<file path="src/rtl/pwm_multi_gen.sv">
// Multi-channel PWM generator with a shared timebase counter.
// Config writes land in shadow registers and are promoted to active registers at period boundaries.
module pwm_multi_gen #(
  parameter int                NUM_CH     = 4,
  parameter int                CNT_W      = 16,
  parameter logic [CNT_W-1:0]  DEF_PERIOD = CNT_W'(49_999),
  parameter logic [NUM_CH-1:0] INVERT     = '0
) (
  input  logic                        clk,
  input  logic                        rst_n,
  input  logic                        en,
  input  logic                        cfg_we,
  input  logic [$clog2(NUM_CH+2)-1:0] cfg_addr,
  input  logic [CNT_W-1:0]            cfg_wdata,
  output logic [NUM_CH-1:0]           pwm_out,
  output logic                        period_start
);

  localparam int ADDR_W = $clog2(NUM_CH + 2);
  localparam logic [ADDR_W-1:0] PERIOD_ADDR = ADDR_W'(NUM_CH);
  localparam logic [ADDR_W-1:0] MODE_ADDR   = ADDR_W'(NUM_CH + 1);

  typedef enum logic {DIR_UP = 1'b0, DIR_DOWN = 1'b1} dir_t;

  logic [CNT_W-1:0]  period_sh;
  logic              mode_sh;
  logic [CNT_W-1:0]  duty_sh [NUM_CH];

  logic [CNT_W-1:0]  period_act;
  logic              mode_act;
  logic [CNT_W-1:0]  duty_act [NUM_CH];

  logic [CNT_W-1:0]  cnt;
  logic [CNT_W-1:0]  cnt_nxt;
  dir_t              dir;
  dir_t              dir_nxt;
  logic              wrap;
  logic [NUM_CH-1:0] raw;

  always_ff @(posedge clk or negedge rst_n) begin
    if (!rst_n) begin
      period_sh <= DEF_PERIOD;
      mode_sh   <= 1'b0;
      for (int i = 0; i < NUM_CH; i++) duty_sh[i] <= '0;
    end else if (cfg_we) begin
      if (cfg_addr == PERIOD_ADDR) period_sh <= cfg_wdata;
      if (cfg_addr == MODE_ADDR)   mode_sh   <= cfg_wdata[0];
      for (int i = 0; i < NUM_CH; i++) begin
        if (cfg_addr == ADDR_W'(i)) duty_sh[i] <= cfg_wdata;
      end
    end
  end

  // Center mode turns around at P; a period of 0 or 1 has no down leg and wraps straight to 0.
  always_comb begin
    cnt_nxt = cnt;
    dir_nxt = dir;
    wrap    = 1'b0;
    if (!mode_act) begin
      if (cnt >= period_act) begin
        cnt_nxt = '0;
        wrap    = 1'b1;
      end else begin
        cnt_nxt = cnt + CNT_W'(1);
      end
    end else if (dir == DIR_UP) begin
      if (cnt >= period_act) begin
        if (period_act <= CNT_W'(1)) begin
          cnt_nxt = '0;
          wrap    = 1'b1;
        end else begin
          cnt_nxt = cnt - CNT_W'(1);
          dir_nxt = DIR_DOWN;
        end
      end else begin
        cnt_nxt = cnt + CNT_W'(1);
      end
    end else begin
      if (cnt <= CNT_W'(1)) begin
        cnt_nxt = '0;
        dir_nxt = DIR_UP;
        wrap    = 1'b1;
      end else begin
        cnt_nxt = cnt - CNT_W'(1);
      end
    end
  end

  always_comb begin
    raw = '0;
    for (int i = 0; i < NUM_CH; i++) raw[i] = (cnt < duty_act[i]);
  end

  // While disabled the active set tracks the shadow set, so enabling starts a clean period.
  always_ff @(posedge clk or negedge rst_n) begin
    if (!rst_n) begin
      cnt          <= '0;
      dir          <= DIR_UP;
      period_act   <= DEF_PERIOD;
      mode_act     <= 1'b0;
      for (int i = 0; i < NUM_CH; i++) duty_act[i] <= '0;
      pwm_out      <= INVERT;
      period_start <= 1'b0;
    end else if (!en) begin
      cnt          <= '0;
      dir          <= DIR_UP;
      period_act   <= period_sh;
      mode_act     <= mode_sh;
      for (int i = 0; i < NUM_CH; i++) duty_act[i] <= duty_sh[i];
      pwm_out      <= INVERT;
      period_start <= 1'b0;
    end else begin
      cnt          <= cnt_nxt;
      dir          <= dir_nxt;
      pwm_out      <= raw ^ INVERT;
      period_start <= (cnt == '0);
      if (wrap) begin
        period_act <= period_sh;
        mode_act   <= mode_sh;
        for (int i = 0; i < NUM_CH; i++) duty_act[i] <= duty_sh[i];
      end
    end
  end

endmodule

</file>
<file path="config.mk">
export PLATFORM = sky130hd
export DESIGN_NAME = pwm_multi_gen
export DESIGN_NICKNAME = d
export VERILOG_FILES = /design/src/rtl/pwm_multi_gen.sv
export SDC_FILE = /design/constraint.sdc
export NUM_CORES = 1
export LEC_CHECK = 0
export BUFFER_PORTS_ARGS = -buffer_cell sky130_fd_sc_hd__buf_2
export CORE_UTILIZATION = 63
export CTS_CLUSTER_DIAMETER = 50
export CTS_CLUSTER_SIZE = 40
export DETAILED_ROUTE_END_ITERATION = 10
export GPL_TIMING_DRIVEN = 0
export PLACE_DENSITY_LB_ADDON = 0.1
export SLEW_MARGIN = 20
export SYNTH_ARGS = -nofsm -noshare
export SYNTH_HDL_FRONTEND = slang
export SYNTH_SLANG_ARGS = --single-unit
</file>
<file path="constraint.sdc">
create_clock -name clk -period 4.07 [get_ports clk]
set_input_delay 0.407 -clock clk [delete_from_list [all_inputs] [get_ports clk]]
set_output_delay 0.407 -clock clk [all_outputs]
set_load 0.1 [all_outputs]
</file>
==> key figures, run 1 <==
Status
  • Status: finished clean

Routing
  • Post-route DRC violation count: 0
  • Number of iterations in the first detailed-routing pass: 4
  • Drt initial violations: 413
  • Vias: 6332
  • Via density: 6.07
  • Routed Antenna Nets: 0
  • Final wirelength: 22.2 mm
  • Average routed wire per standard cell: 21.3 µm

Critical path
  • Crit end category: flip-flop
  • Worst-path fanout max: 10
  • Top Family by Delay on Critical Path: simple AND/OR/NAND/NOR gates
  • Critical path arrival: 3690 ps
  • Critical path, cell by cell: clkbuf_1 -> or4_4 -> nor3_2 -> or3b_1 -> o31ai_4 -> a21oi_4 -> buf_6 -> mux2_4
  • Crit path largest cell delay: 580 ps
  • Worst path required time: 4390 ps
  • Crit-path slowest cell: or4_4
  • Crit path kind: reg2reg
  • Worst Setup Start Kind: flip-flop
  • WP buf/inv: 2

Min path
  • HP Class: in2reg

STA
  • Fmax achieved: 296 MHz
  • Worst slew pin tran: 990 ps
  • Final hold vios: 0
  • Min Tclk post-route: 3370 ps
  • Crit share post-route: 82.9%
  • Hold_ws: 272 ps
  • RSZ-0062 raised after global routing: false
  • Setup TNS: 0 ps
  • Setup Skew: 9.95 ps
  • Final setup fails: 0
  • Rel. slew slack: 33.5%
  • Min setup slack post-route: 696 ps
  • Slew Viols, Final: 0

Power
  • Peak supply drop: 0.000477 V
  • P_leak: 0.00526 µW
  • PD cells: 521 nW/µm²

Synth
  • Post-synth EDFFs: 0
  • Post-Syn Area: 9800 µm²
  • Predominant post-synthesis flop cell: dfrtp_1
  • Synthesized area per cell: 12.3 µm²
  • Seq/Total Area, Yosys: 47.2%
  • Cells after Synth: 795
  • Synth Net Count: 898
  • #FFs+latches synth: 184
  • Synthesis Warnings: 0
  • Async S/R FF share, synth: 100%
  • Post-synth cell types: 48

Global route
  • Global-route wire length before repair: 36.2 mm
  • All-Layer GR Usage: 30.3%
  • Largest net degree at the start of global routing: 70
  • GRT overflow: 0
  • Initial antenna violation count: 0
  • Vias in the first global route: 6596

Floorplanning
  • Die width: 127 µm
  • # rows: 45
  • Io pins: 28
  • Initial Util: 64.5%
  • Die Area: 16100 µm²
  • Die Span Y: 127 µm
  • Core area: 15200 µm²

Clock network
  • Num Clock Sinks: 184
  • Reg clk slew, reported paths: 70 ps
  • Htree depth: 4
  • Clock root buffer: clkbuf_16
  • CTS tree: done
  • Clk buf depth: 2
  • Cts bufs inserted: 17
  • Post-CTS sizing: 0
  • Clock latency on the worst-skew pair: 430 ps

Finish
  • # diodes: 0
  • Area grow syn2layout: 10.6%
  • Layout cells sized above 1: 29.4%
  • Number of fill cells: 1068
  • Most frequent cells in the layout: dfrtp_1 (166), inv_1 (88), mux2_2 (83)
  • Final net count: 945
  • Final instance area: 10800 µm²
  • Utilization after layout: 71.3%
  • Most common cell after layout, fill and taps aside: dfrtp_1

Placed design
  • Post-DP HPWL: 16.1 mm
  • RD Place Congestion: 0.867
  • Placed cell area: 10200 µm²
  • IO Port Bufs: 25
  • DP Worst Slack: 749 ps

Flow run
  • # Max-Cap Violations: 0
## worst register-to-register path: cells and delay by family, from the launching register on
family	cells	cell delay [ps]
buffers and inverters	2	510
AO/OA/AOI/OAI	2	710
multiplexers	1	320
AND/OR/NAND/NOR	3	1200
flip-flops	1	510
## registers in the layout (all words and copies together) (netlist names)
name and count:
period_start 1, dir 1, cnt 16, duty_act 64
mode_sh 1, mode_act 1, pwm_out 4, period_sh 16
duty_sh 64, period_act 16
## cell families after synthesis
kind of cell / Yosys count / synth area share (%)
DFF: 184 / 47.2
muxes: 161 / 21.5
buffers and inverters: 119 / 5.20
and+or+nand+nor: 118 / 6.35
AOI/OAI and AO/OA: 111 / 7.56
adders and majority gates: 80 / 10.2
xor gates and xnor gates: 22 / 1.97
## metal layers
layer  GRT usage (%)  wire [µm]  up-vias
li1                -          -     2914
met1            41.4      10300     3248
met2            48.5      10500      136
met3            6.20        862       34
met4            10.4        563        0
met5               0          0        -
## power breakdown
| group | switching, µW | internal, µW | total, µW |
|---|---|---|---|
| registers | 302 | 2300 | 2600 |
| logic | 637 | 731 | 1370 |
| clock network | 750 | 925 | 1670 |
## area by class of cell
cell class,count,area [µm²],share of cell area (%)
inverter,88,330,3.05
sequential,184,4630,42.7
buffer,31,179,1.65
clock inverter,13,161,1.49
tap,188,235,2.17
timing repair buffer,28,200,1.85
multi-input combinational,492,4670,43.1
clock buffer,19,433,4.00
## final timing paths
kind | startpoint | endpoint | slack [ps] | cells past startpoint
max in group asynchronous | rst_n | period_act[1]$_DFFE_PN1P_ | 2820 | 3
worst max-delay path | cnt[5]$_DFF_PN0_ | duty_act[57]$_DFFE_PN0P_ | 700 | 8
min in group asynchronous | rst_n | duty_act[10]$_DFFE_PN0P_ | 500 | 2
worst min register to register | duty_sh[51]$_DFFE_PN0P_ | duty_act[51]$_DFFE_PN0P_ | 500 | 1
worst min-delay path | cfg_wdata[15] | duty_sh[47]$_DFFE_PN0P_ | 270 | 2
worst max register to register | cnt[5]$_DFF_PN0_ | duty_act[57]$_DFFE_PN0P_ | 700 | 8
## stage by stage
stage          cells  power (µW)
2_1_floorplan    795        3560
3_3_place_gp    1008        3860
3_5_place_dp    1010        3970
4_1_cts         1043        5660
5_1_grt         1043        5930
6_report        1043        5640
## Yosys cell counts, types with 2 or more instances
| library cell | n | area share, % |
|---|---|---|
| or3_1 | 4 | 0.26 |
| xnor2_1 | 13 | 1.2 |
| clkbuf_1 | 21 | 0.80 |
| nand3_1 | 12 | 0.61 |
| buf_2 | 2 | 0.10 |
| nor2b_1 | 4 | 0.26 |
| a21o_1 | 9 | 0.69 |
| o2111ai_1 | 3 | 0.27 |
| mux2_4 | 78 | 12 |
| nand2b_1 | 3 | 0.19 |
| nor3_1 | 13 | 0.66 |
| inv_1 | 88 | 3.4 |
| nand2_1 | 21 | 0.80 |
| o21a_1 | 3 | 0.23 |
| o31ai_1 | 2 | 0.15 |
| a221oi_1 | 5 | 0.45 |
| dfrtp_1 | 166 | 42 |
| and3_1 | 2 | 0.13 |
| o21ai_0 | 25 | 1.3 |
| xor2_1 | 9 | 0.80 |
| nor2_1 | 26 | 1.0 |
| a2111oi_0 | 8 | 0.72 |
| nand4b_1 | 3 | 0.27 |
| nor4bb_1 | 2 | 0.20 |
| ha_1 | 80 | 10 |
| a211oi_1 | 2 | 0.15 |
| mux2_2 | 83 | 9.5 |
| buf_6 | 8 | 0.92 |
| o211ai_1 | 7 | 0.54 |
| nand4_1 | 11 | 0.70 |
| nor4_1 | 10 | 0.64 |
| dfstp_2 | 18 | 4.8 |
| a21boi_0 | 8 | 0.61 |
| a21oi_1 | 32 | 1.6 |
## repair_timing
| action | in CTS | in global routing |
|---|---|---|
| hold endpoints to repair | 58 | 0 |
| hold buffers | 1 | 0 |
| setup buffers | 0 | 0 |
No activity file was read; power rests on OpenSTA's default activity.
==> run 2, diff against run 1 <==
- ABC_AREA: unset -> 1
- CORE_UTILIZATION: 63 -> 57
- clock period: 4.07 -> 2.7 ns (I/O delays scaled with it)
==> key figures, run 2 <==
Critical path
  • Critical path arrival: 2860 ps (-830 ps)
  • Worst path required time: 3010 ps (-1380 ps)
  • Crit path kind: reg2reg
  • Crit-path slowest cell: dfrtp_4
  • Top Family by Delay on Critical Path: simple AND/OR/NAND/NOR gates
  • Worst-path fanout max: 10 (unchanged)
  • Critical path, cell by cell: ha_1 -> nand2_1 -> inv_1 -> o21bai_1 -> a21oi_2 -> nor2_4 -> nand2_1 -> nand2_2 -> nand2_8 -> buf_12 -> buf_12 -> nand2_2 -> o21ai_2
  • WP buf/inv: 3 (+1)
  • Crit path largest cell delay: 600 ps (+20 ps)
  • Crit end category: flip-flop
  • Worst Setup Start Kind: flip-flop

STA
  • Worst slew pin tran: 745 ps (-246 ps)
  • Crit share post-route: 94.4% (+12 points)
  • Final hold vios: 0 (unchanged)
  • Fmax achieved: 392 MHz (+32%)
  • RSZ-0062 raised after global routing: false
  • Final setup fails: 0 (unchanged)
  • Min Tclk post-route: 2550 ps (-825 ps)
  • Setup Skew: 9.13 ps (-0.813 ps)
  • Rel. slew slack: 50.4% (+17 points)
  • Slew Viols, Final: 0 (unchanged)
  • Min setup slack post-route: 150 ps (-545 ps)
  • Setup TNS: 0 ps (unchanged)

Routing
  • Final wirelength: 25.7 mm (+16%)
  • Average routed wire per standard cell: 18.5 µm (-13%)
  • Via density: 5.55 (-8.6%)
  • Vias: 7721 (+22%)
  • Number of iterations in the first detailed-routing pass: 6 (+2)
  • Drt initial violations: 658 (+59%)
  • Post-route DRC violation count: 0 (unchanged)
  • Routed Antenna Nets: 0 (unchanged)

Clock network
  • CTS tree: done
  • Reg clk slew, reported paths: 70 ps (about the same)
  • Clock root buffer: clkbuf_16
  • Cts bufs inserted: 17 (unchanged)
  • Num Clock Sinks: 184 (unchanged)
  • Clk buf depth: 2 (unchanged)
  • Htree depth: 4 (unchanged)
  • # Post-CTS Setup Buffers: 0 (unchanged)
  • Clock latency on the worst-skew pair: 430 ps (about the same)

Power
  • PD cells: 1170 nW/µm² (+120%)
  • Combinational Power Share: 47.0% (+23 points)
  • P_int: 7290 µW (+84%)
  • Net Sw Frac: 44.4% (+14 points)
  • Sw power: 5820 µW (+240%)
  • Flop pwr share: 34.3% (-12 points)
  • Clk network pwr share: 18.7% (-11 points)
  • Peak supply drop: 0.000528 V (+11%)
  • P_leak: 0.00551 µW (+4.6%)

Finish
  • Most common cell after layout, fill and taps aside: nand2_1
  • Utilization after layout: 64.8% (-6.5 points)
  • Area grow syn2layout: 10.7%
  • Layout cells sized above 1: 24.5% (-4.8 points)
  • Register area: 4640 µm² (+0.32%)
  • Final net count: 1258 (+33%)
  • Top flop regs: duty_act x64, duty_sh x64
  • # diodes: 0 (unchanged)
  • Multi-input gate area: 4640 µm² (-0.70%)
  • Number of fill cells: 1471 (+38%)
  • Most frequent cells in the layout: nand2_1 (177), dfrtp_1 (156), inv_1 (141)

Placed design
  • IO Port Bufs: 26 (+4.0%)
  • RD Place Congestion: 0.878 (+1.2%)
  • DP Worst Slack: -370 ps (-1120 ps)
  • Post-DP HPWL: 17.6 mm (+9.3%)

Synth
  • Post-synth top area share: 41.0% (-1.4 points)
  • Seq/Total Area, Yosys: 45.7% (-1.5 points)
  • Most frequent cells after synthesis: nand2_1 (177), dfrtp_1 (166), inv_1 (141)
  • Synth Net Count: 1210 (+35%)
  • #FFs+latches synth: 184 (unchanged)
  • Synthesis Warnings: 0 (unchanged)
  • Post-synth EDFFs: 0 (unchanged)
  • Area leader, netlist: dfrtp_1
  • Cells after Synth: 1107 (+39%)
  • Post-Syn Area: 10100 µm² (+3.3%)
  • Post-synth cell types: 33 (-31%)
  • Async S/R FF share, synth: 100% (unchanged)
  • Synth top area cells: dfrtp_1 (41%), ha_1 (9.9%), o21ai_2 (6.9%)
  • Most frequent cell after synthesis: nand2_1
  • Predominant post-synthesis flop cell: dfrtp_1
  • Synthesized area per cell: 9.14 µm² (-26%)

Global route
  • Largest net degree at the start of global routing: 85 (+21%)
  • Initial antenna violation count: 0 (unchanged)
  • Vias in the first global route: 7350 (+11%)
  • All-Layer GR Usage: 30.8% (+0.54 points)
  • GRT overflow: 0 (unchanged)
  • Global-route wire length before repair: 41.3 mm (+14%)

Floorplanning
  • Die Span Y: 135 µm (+6.7%)
  • Initial Util: 58.5% (-5.9 points)
  • Die Area: 18300 µm² (+14%)
  • Io pins: 28 (unchanged)
  • Die width: 135 µm (+6.7%)
  • Core area: 17300 µm² (+14%)
  • # rows: 48 (+6.7%)

Min path
  • HP Class: in2reg

Flow run
  • # Max-Cap Violations: 0 (unchanged)

Status
  • Status: finished clean
## run 2: changes by cell type after synthesis, sizes merged, moves of 12 or more
cell / change
nand2: +239
o21ai: +166
mux2: -161
inv: +56
nand3: +37
a21oi: +22
nor2: +14
buf: +12
## run 2: path summary, 6_finish.rpt
path	depth (start not counted)	to	slack, ps	startpoint
worst max-delay path	13	duty_act[32]$_DFFE_PN0P_	150	cnt[9]$_DFF_PN0_
worst min-delay path	4	mode_sh$_DFFE_PN0P_	160	cfg_addr[2]
worst max register to register	13	duty_act[32]$_DFFE_PN0P_	150	cnt[9]$_DFF_PN0_
worst min register to register	2	period_act[2]$_DFFE_PN1P_	470	period_sh[2]$_DFFE_PN1P_
max in group asynchronous	4	period_sh[3]$_DFFE_PN1P_	1360	rst_n
min in group asynchronous	2	duty_act[41]$_DFFE_PN0P_	250	rst_n
## run 2: through the flow
stage | cell area, µm² | hold WS [ps] | instances | power (µW)
2_1_floorplan | 10100 | -25.6 | 1107 | 8980
3_3_place_gp | 10500 | 461 | 1358 | 10300
3_5_place_dp | 10600 | 117 | 1360 | 10600
4_1_cts | 11200 | 156 | 1392 | 13000
5_1_grt | 11200 | 214 | 1392 | 14100
6_report | 11200 | 162 | 1392 | 13100
## run 2: repair_timing
| action | 4_1_cts | 5_1_grt |
|---|---|---|
| setup endpoints to repair | 94 | 92 |
| endpoints found under the hold margin | 23 | 0 |
| gates resized for setup | 3 | 15 |
| hold buffers | 1 | 0 |
| cloned | 0 | 0 |
## run 2: power by group through the flow
stage	Sequential, µW	Combinational, µW	Clock [µW]
after global placement	4470	5880	0
after global routing	4560	6950	2590
after floorplan	4380	4610	0
after CTS	4460	6120	2470
after detailed placement	4510	6040	0
final	4490	6160	2450
## run 2: cells by family (layout without fill, tap and decap cells)
group | Yosys count | in the layout | share of synthesized area [%]
flops | 184 | 184 | 45.7
simple gates | 383 | 383 | 18.3
xor+xnor | 19 | 19 | 1.64
fa+ha+maj | 80 | 80 | 9.89
compound gates | 256 | 256 | 15.9
buf+inv | 185 | 245 | 8.59
## run 2: final cells by class
cell class | instances | area share (%)
clock buffers | 19 | 3.86
plain buffers | 41 | 3.03
flip-flops and latches | 184 | 41.4
clock inverters | 12 | 1.14
inverters | 144 | 4.82
repair buffers | 29 | 1.83
well taps | 225 | 2.51
multi-input cells | 738 | 41.4
## run 2: worst register-to-register path, cell delays in order, from the launching register on
cell      delay, ps
dfrtp_4         600
ha_1            350
nand2_1          80
inv_1            40
o21bai_1        140
a21oi_2          90
nor2_4          250
nand2_1         160
nand2_2         160
nand2_8         100
buf_12          180
buf_12          170
nand2_2          70
o21ai_2          50
## run 2: per-layer routing
layer | vias to the layer above | global-route usage (%) | wire, µm
li1 | 3716 | - | -
met1 | 3763 | 45.8 | 12200
met2 | 221 | 47.3 | 11800
met3 | 21 | 4.30 | 1450
met4 | 0 | 7.87 | 347
met5 | - | 0 | 0
